$ cat src/rtl/qei_speed.sv
// Velocity estimator. It samples a wrapping QEI count once per PERIOD and takes the signed delta.
// The delta is clamped to VBITS and smoothed by a 2^AVG_LOG2-deep moving average.
module qei_speed #(
    parameter int NBITS    = 16,
    parameter int PERIOD   = 48000,
    parameter int VBITS    = 12,
    parameter int AVG_LOG2 = 2
) (
    input  logic             clk,
    input  logic             rst,
    input  logic             en,
    input  logic             clr,
    input  logic [NBITS-1:0] qei_val,
    output logic [VBITS-1:0] vel,
    output logic             vel_valid,
    output logic             sat
);
    localparam int CW    = (PERIOD > 1) ? $clog2(PERIOD) : 1;
    localparam int DEPTH = 1 << AVG_LOG2;
    localparam int SW    = VBITS + AVG_LOG2;
    localparam logic signed [NBITS-1:0] VMAX = NBITS'((1 << (VBITS - 1)) - 1);
    localparam logic signed [NBITS-1:0] VMIN = ~VMAX;

    typedef enum logic {PRIME, RUN} state_t;

    state_t                   state_reg;
    logic [CW-1:0]            cnt_reg;
    logic [NBITS-1:0]         prev_reg;
    logic signed [VBITS-1:0]  delta_reg;
    logic                     s1_valid_reg;
    logic signed [VBITS-1:0]  hist_reg [DEPTH];
    logic signed [SW-1:0]     sum_reg;
    logic signed [SW-1:0]     sum_next;
    logic signed [VBITS-1:0]  vel_reg;
    logic                     vel_valid_reg;
    logic                     sat_reg;

    logic                     tick;
    logic signed [NBITS-1:0]  raw;
    logic signed [VBITS-1:0]  delta_next;
    logic                     clamp_hit;

    assign tick = en && (cnt_reg == CW'(PERIOD - 1));

    // Modular subtraction read as two's complement gives the correct delta across wrap.
    assign raw = signed'(qei_val - prev_reg);

    always_comb begin
        delta_next = raw[VBITS-1:0];
        clamp_hit  = 1'b0;
        if (raw > VMAX) begin
            delta_next = VMAX[VBITS-1:0];
            clamp_hit  = 1'b1;
        end else if (raw < VMIN) begin
            delta_next = VMIN[VBITS-1:0];
            clamp_hit  = 1'b1;
        end
    end

    assign sum_next = sum_reg + SW'(delta_reg) - SW'(hist_reg[DEPTH-1]);

    always_ff @(posedge clk) begin
        if (rst || clr) begin
            state_reg     <= PRIME;
            cnt_reg       <= '0;
            prev_reg      <= '0;
            delta_reg     <= '0;
            s1_valid_reg  <= 1'b0;
            sum_reg       <= '0;
            vel_reg       <= '0;
            vel_valid_reg <= 1'b0;
            sat_reg       <= 1'b0;
        end else begin
            vel_valid_reg <= 1'b0;
            s1_valid_reg  <= 1'b0;
            if (en) begin
                cnt_reg <= (cnt_reg == CW'(PERIOD - 1)) ? '0 : cnt_reg + CW'(1);
            end
            if (tick) begin
                prev_reg <= qei_val;
                if (state_reg == PRIME) begin
                    state_reg <= RUN;
                end else begin
                    delta_reg    <= delta_next;
                    s1_valid_reg <= 1'b1;
                    if (clamp_hit) begin
                        sat_reg <= 1'b1;
                    end
                end
            end
            // Stage 2 runs off s1_valid alone so a launched sample completes even with en low.
            if (s1_valid_reg) begin
                sum_reg       <= sum_next;
                vel_reg       <= VBITS'(sum_next >>> AVG_LOG2);
                vel_valid_reg <= 1'b1;
            end
        end
    end

    always_ff @(posedge clk) begin
        if (rst || clr) begin
            for (int i = 0; i < DEPTH; i++) begin
                hist_reg[i] <= '0;
            end
        end else if (s1_valid_reg) begin
            hist_reg[0] <= delta_reg;
            for (int i = 1; i < DEPTH; i++) begin
                hist_reg[i] <= hist_reg[i-1];
            end
        end
    end

    assign vel       = vel_reg;
    assign vel_valid = vel_valid_reg;
    assign sat       = sat_reg;
endmodule

$ cat config.mk
export PLATFORM = sky130hd
export DESIGN_NAME = qei_speed
export DESIGN_NICKNAME = d
export VERILOG_FILES = /design/src/rtl/qei_speed.sv
export SDC_FILE = /design/constraint.sdc
export NUM_CORES = 1
export LEC_CHECK = 0
export CAP_MARGIN = 20
export CORE_MARGIN = 1
export CORE_UTILIZATION = 50
export DETAILED_ROUTE_END_ITERATION = 7
export GPL_TIMING_DRIVEN = 0
export PLACE_DENSITY = 0.69
export SLEW_MARGIN = 20
export SYNTH_ARGS = -nofsm -noshare
export SYNTH_HDL_FRONTEND = slang
export SYNTH_SLANG_ARGS = --single-unit
$ cat constraint.sdc
create_clock -name clk -period 5.97 [get_ports clk]
set_input_delay 1.194 -clock clk [delete_from_list [all_inputs] [get_ports clk]]
set_output_delay 1.194 -clock clk [all_outputs]
set_load 0.05 [all_outputs]
==> impl_metrics.py, run 1 <==
metrics = {
    "outcome": {
        "status": "finished, violations left",
        "violations": "DRC",
    },
    "finish": {
        "nFillCells": 1005,
        "drive_above_1_share": 0.0811,
        "nNetsFinal": 738,
        "syn_to_final_growth_pct": 13.6,
        "diodes": 0,
        "fin_area_um2": 6790,
        "largest_reg_flops": 48,
    },
    "synth": {
        "ys_warn_count": 0,
        "ys_seq_area_frac": 0.449,
        "synthTopCellsByArea": "edfxtp_1 24%, dfxtp_1 21%, ha_1 6.5%, inv_1 4.7%, fa_1 4.7%",
        "synth_commonest_cells": "75 x inv_1, 62 x dfxtp_1, 61 x nor2_1, 57 x nand2_1, 48 x edfxtp_1",
        "syn_area_per_cell_um2": 9.52,
        "synthCells": 628,
        "yosysTopAreaCell": "edfxtp_1",
        "synthArstFlopShare": 0,
        "ys_ff_latch": 110,
        "synth_edf_count": 48,
        "yosys.cell_count.top_type": "inv_1",
        "synth_ff_type": "dfxtp_1",
        "synth_cell_type_count": 53,
        "syn-cell-area_um2": 5980,
        "synth_fp_nets": 693,
        "synth_top_area_frac": 0.241,
    },
    "route": {
        "vias": 4305,
        "drc": 6,
        "wirelength_mm": 12.1,
        "detail_route.vias_per_cell": 5.24,
        "wl_per_cell_um": 14.8,
        "drt_iter0_drc": 198,
        "ant_nets": 0,
        "firstDrtPassIters": 6,
    },
    "floorplanning": {
        "rows": 39,
        "initial_utilization": 0.519,
        "die_h_um": 111,
        "core-area_um2": 11500,
        "ioPinCount": 34,
        "die-area_um2": 12400,
        "die_w_um": 111,
    },
    "timing": {
        "hold_violations": 0,
        "final.setup.tns_ps": 0,
        "min_period_ps": 4040,
        "setup_viol": 0,
        "fmax_ghz": 0.247,
        "slew_viol_final": 0,
        "tightest_slew_ps": 679,
        "skew_ps": 8.16,
        "rsz0062_at_grt": "false",
        "holdWs_ps": 453,
        "period_share": 0.677,
        "maxSlewHeadroom": 0.545,
    },
    "setup_path": {
        "worstPathArrival_ps": 4330,
        "crit_start": "qei_val[0]",
        "worst_r2r_path_depth": 13,
        "crit_type": "input port to flip-flop",
        "crit_fanout": 9,
        "crit_end": "delta_reg[2]",
        "startpoint_type": "input port",
        "r2r_end": "sum_reg[13]",
        "critPathCaptureType": "flip-flop",
        "rrSetupSlack_ps": 2590,
        "critical_path_required_ps": 6260,
        "r2r-start": "delta_reg[1]",
    },
    "cts": {
        "cts-root-buf": "clkbuf_16",
        "postCtsSetupBuffers": 0,
        "cts_tree": "yes",
        "clk_pin_slew_ps": 70,
        "hold_buffers": 0,
        "cts_buffers": 9,
        "worstSkewPairLatency_ps": 360,
        "h-tree-depth": 3,
        "clk_path_buf_depth": 2,
        "clock-sinks": 110,
        "cts_resized": 0,
    },
    "place": {
        "io_buffers": 33,
        "place_area_um2": 6510,
        "place_hpwl_mm": 9.20,
        "place.gp.congestion": 0.823,
    },
    "worst_hold_path": {
        "hold_path.class": "flip-flop to flip-flop",
    },
    "power": {
        "p_leak_nw": 2.74,
        "finalPower_mw": 1.51,
        "powerDensity_nw_per_um2": 222,
        "ir_drop_mv": 0.151,
    },
    "global_route": {
        "antenna_found_initial": 0,
        "grt_max_degree": 39,
        "grt_overflow": 0,
        "grt_usage": 0.213,
        "grt-busiest-layer": "met2",
        "met3_usage": 0.0457,
        "grt_pass1_wl_mm": 20.4,
        "grt_pass1_vias": 4254,
        "use_met1": 0.267,
        "grt_util_met2": 0.362,
    },
    "run": {
        "drv_cap": 0,
    },
}
-- power by group --
group	internal, mW	switching, mW	total (mW)	leakage (nW)
combinational	0.0539	0.0745	0.128	1.59
clock	0.288	0.287	0.575	0.129
sequential	0.799	0.00536	0.805	1.02
-- worst max-delay path, stage by stage --
cell and delay (ps):
clkdlybuf4s50_1 470, inv_1 50, ha_1 220, fa_1 450, nor2b_4 150, o31a_4 160, o2111ai_4 160, a211oi_1 290
or3_1 200, o211ai_1 110, o21ai_1 380, nand2_1 300, o21ai_1 200
-- area by class of cell --
cell class                      count  area (µm²)  share of cell area
Multi-Input combinational cell    411        2840               0.418
Sequential cell                   110        2680               0.395
Timing Repair Buffer               34         350              0.0516
Inverter                           75         282              0.0414
Clock buffer                        9         225              0.0332
Buffer                             32         180              0.0265
Tap cell                          143         179              0.0263
Clock inverter                      7        55.1             0.00810
-- stage by stage --
stage	cells	setup WS [ps]	utilization
2_1_floorplan	628	2450	-
3_3_place_gp	804	1720	0.563
3_5_place_dp	805	1630	0.566
4_1_cts	821	2000	0.590
5_1_grt	821	1650	0.590
6_report	821	1930	0.590
-- routing by layer --
metal | up-vias | share of wire
li1 | 2200 | -
met1 | 2042 | 0.46
met2 | 57 | 0.49
met3 | 6 | 0.040
met4 | 0 | 0.0075
met5 | - | 0
-- worst min path at each step --
stage / start / to / slack [ps] / cells past startpoint
3_5_place_dp: prev_reg[5] / prev_reg[5] / 440 / 2
2_1_floorplan: prev_reg[10] / prev_reg[10] / 430 / 2
3_3_place_gp: prev_reg[2] / prev_reg[2] / 440 / 2
4_1_cts: prev_reg[5] / prev_reg[5] / 460 / 2
5_1_grt: prev_reg[10] / prev_reg[10] / 480 / 2
6_report: prev_reg[5] / prev_reg[5] / 450 / 2
-- cells by family after synthesis --
family | after synthesis | share of synthesized area
muxes | 9 | 0.0153
and+or+nand+nor | 219 | 0.178
AOI/OAI and AO/OA | 105 | 0.121
xor gates and xnor gates | 33 | 0.0483
buffers and inverters | 107 | 0.0772
DFF | 110 | 0.449
adders and majority gates | 45 | 0.112
-- cells in the final DEF (no fill, tap or decap), drive strengths merged, types with 6 or more instances in the layout --
cell / count
o21ai: 29
xor2: 22
xnor2: 11
buf: 17
clkbuf: 25
ha: 31
nand4: 6
mux2i: 8
nand3: 10
and3: 44
edfxtp: 48
clkdlybuf4s50: 33
or3: 9
dfxtp: 62
fa: 14
a21oi: 43
nor2: 61
inv: 78
nand2: 57
o21a: 7
nor3: 14
Power figures use the tool's default switching activity.
==> run 2: changes to the inputs <==
PLACE_DENSITY = 0.71   (was 0.69)
clock period = 3.7 ns   (was 5.97 ns; I/O delays follow)
==> run 2 against run 1 <==
Compared with the run above: die area unchanged; sequential share of layout area down 0.17 points; largest cell class unchanged; critical endpoint is now delta_reg[4]; the flow still finishes with violations (DRC); via count grew 0.72%; global-route usage down 0.80 points; final cell count unchanged; core utilization rose by 0.26 points; count of clock-buffer cells in the layout increased by 1; total power up 65%; non-clock buffer count is the same; clock skew about the same; register-to-register slack lost 2300 ps.
==> impl_metrics.py, run 2 (synthesized netlist as in run 1, its figures left out) <==
metrics = {
    "setup_path": {
        "slowest_delay_ps": 470,
        "crit_fanout": 10,
        "path_buf_inv": 3,
        "critPathCaptureType": "flip-flop",
        "crit_type": "input port to flip-flop",
        "path_depth": 14,
        "r2r-start": "delta_reg[1]",
        "worstPathArrival_ps": 3730,
        "crit_slowest_cell": "clkdlybuf4s50_1",
        "rrSetupSlack_ps": 310,
        "worst_r2r_path_depth": 13,
        "critical_path_required_ps": 3990,
        "r2r_end": "sum_reg[13]",
        "startpoint_type": "input port",
        "path_cells": "clkdlybuf4s50_1 -> inv_1 -> ha_1 -> fa_1 -> nor2b_4 -> o31a_4 -> o2111ai_4 -> a211oi_1 -> or3_1 -> a221oi_2 -> a2111oi_4 -> buf_6 -> a21oi_2 -> o21ai_1",
        "cp_top_family": "compound AO/OA/AOI/OAI gates",
    },
    "finish": {
        "drive_above_1_share": 0.0811,
        "diodes": 0,
        "layout_commonest_cell": "inv_1",
        "fin_area_um2": 6820,
        "final_cells": 821,
        "largest_reg_flops": 48,
        "final_util": 0.592,
        "layout_common_cells": "75 x inv_1, 62 x dfxtp_1, 61 x nor2_1",
        "nFillCells": 966,
        "syn_to_final_growth_pct": 14.1,
        "nNetsFinal": 738,
    },
    "floorplanning": {
        "rows": 39,
        "ioPinCount": 34,
        "die_w_um": 111,
        "core-area_um2": 11500,
        "initial_utilization": 0.519,
        "die_h_um": 111,
        "die-area_um2": 12400,
    },
    "timing": {
        "min_period_ps": 3440,
        "maxSlewHeadroom": 0.531,
        "period_share": 0.931,
        "tightest_slew_ps": 700,
        "slew_viol_final": 0,
        "fmax_ghz": 0.290,
        "holdWs_ps": 455,
        "setup_viol": 0,
        "hold_violations": 0,
        "rsz0062_at_grt": "false",
        "skew_ps": 8.20,
    },
    "power": {
        "seqPwrFrac": 0.521,
        "p_leak_nw": 2.77,
        "p_clk_frac": 0.396,
        "p_sw_uw": 581,
        "p_int_mw": 1.91,
        "p_comb_frac": 0.083,
        "p_sw_frac": 0.233,
        "ir_drop_mv": 0.323,
        "powerDensity_nw_per_um2": 365,
    },
    "place": {
        "place_hpwl_mm": 8.96,
        "place_area_um2": 6520,
        "io_buffers": 33,
        "dp.cells": 805,
        "place.gp.congestion": 0.860,
    },
    "global_route": {
        "grt_pass1_vias": 4257,
        "grt_pass1_wl_mm": 19.9,
        "grt_overflow": 0,
        "antenna_found_initial": 0,
        "grt_usage": 0.205,
        "grt_max_degree": 28,
    },
    "route": {
        "wl_per_cell_um": 14.4,
        "drc": 10,
        "detail_route.vias_per_cell": 5.28,
        "drt_iter0_drc": 241,
        "wirelength_mm": 11.8,
        "vias": 4336,
        "firstDrtPassIters": 7,
        "ant_nets": 0,
    },
    "cts": {
        "cts_resized": 0,
        "postCtsSetupBuffers": 0,
        "cts_tree": "yes",
        "clk_path_buf_depth": 2,
        "h-tree-depth": 3,
        "worstSkewPairLatency_ps": 350,
        "cts-root-buf": "clkbuf_16",
        "clk_pin_slew_ps": 70,
        "cts_buffers": 9,
        "clock-sinks": 110,
        "hold_buffers": 0,
    },
    "worst_hold_path": {
        "hold_path_end": "prev_reg[12]",
        "hold_path.class": "flip-flop to flip-flop",
        "min_path_cells": 2,
        "min_from": "prev_reg[12]",
    },
    "outcome": {
        "violations": "DRC",
        "status": "finished, violations left",
    },
    "run": {
        "drv_cap": 0,
    },
}
-- run 2: power groups by stage --
stage / registers, mW / clock network (mW) / logic [mW]
finish: 1.30 / 0.987 / 0.208
global route: 1.30 / 1.05 / 0.231
CTS: 1.30 / 1.01 / 0.207
detailed placement: 1.33 / 0 / 0.205
global placement: 1.33 / 0 / 0.197
floorplan: 1.32 / 0 / 0.142
-- run 2: metrics by stage --
step	setup TNS (ps)	total power [mW]	setup slack, ps
final	0	2.49	256
after global routing	0	2.58	34.2
after CTS	0	2.51	243
after detailed placement	-986	1.53	-107
after global placement	-497	1.52	-58.8
after floorplan	0	1.47	637
-- run 2: area by class of cell --
type,count,area [µm²],share of cell area
multi-input combinational,411,2840,0.416
clock buffer,10,229,0.0336
clock inverter,6,71.3,0.0105
timing repair buffer,34,358,0.0524
buffer,32,180,0.0264
sequential,110,2680,0.393
inverter,75,282,0.0413
tap,143,179,0.0262
-- run 2: how the worst max path moves through the flow --
| stage | from | endpoint | slack, ps |
|---|---|---|---|
| 6_report | qei_val[0] | delta_reg[4] | 260 |
| 5_1_grt | qei_val[0] | delta_reg[10] | 30 |
| 4_1_cts | qei_val[0] | delta_reg[0] | 240 |
| 3_5_place_dp | qei_val[0] | delta_reg[4] | -110 |
| 3_3_place_gp | qei_val[0] | delta_reg[2] | -60 |
| 2_1_floorplan | qei_val[0] | delta_reg[2] | 640 |
-- run 2: worst min-delay path: cells and delay by family, from the launching register on --
kind | cells | cell delay [ps]
compound gates | 1 | 50
flops | 1 | 310
simple gates | 1 | 50
-- run 2: layer usage --
| metal | part of all wire | track usage |
|---|---|---|
| met3 | 0.028 | 0.0397 |
| met4 | 0.012 | 0.0667 |
| met2 | 0.50 | 0.360 |
| met5 | 0 | 0 |
| met1 | 0.46 | 0.253 |
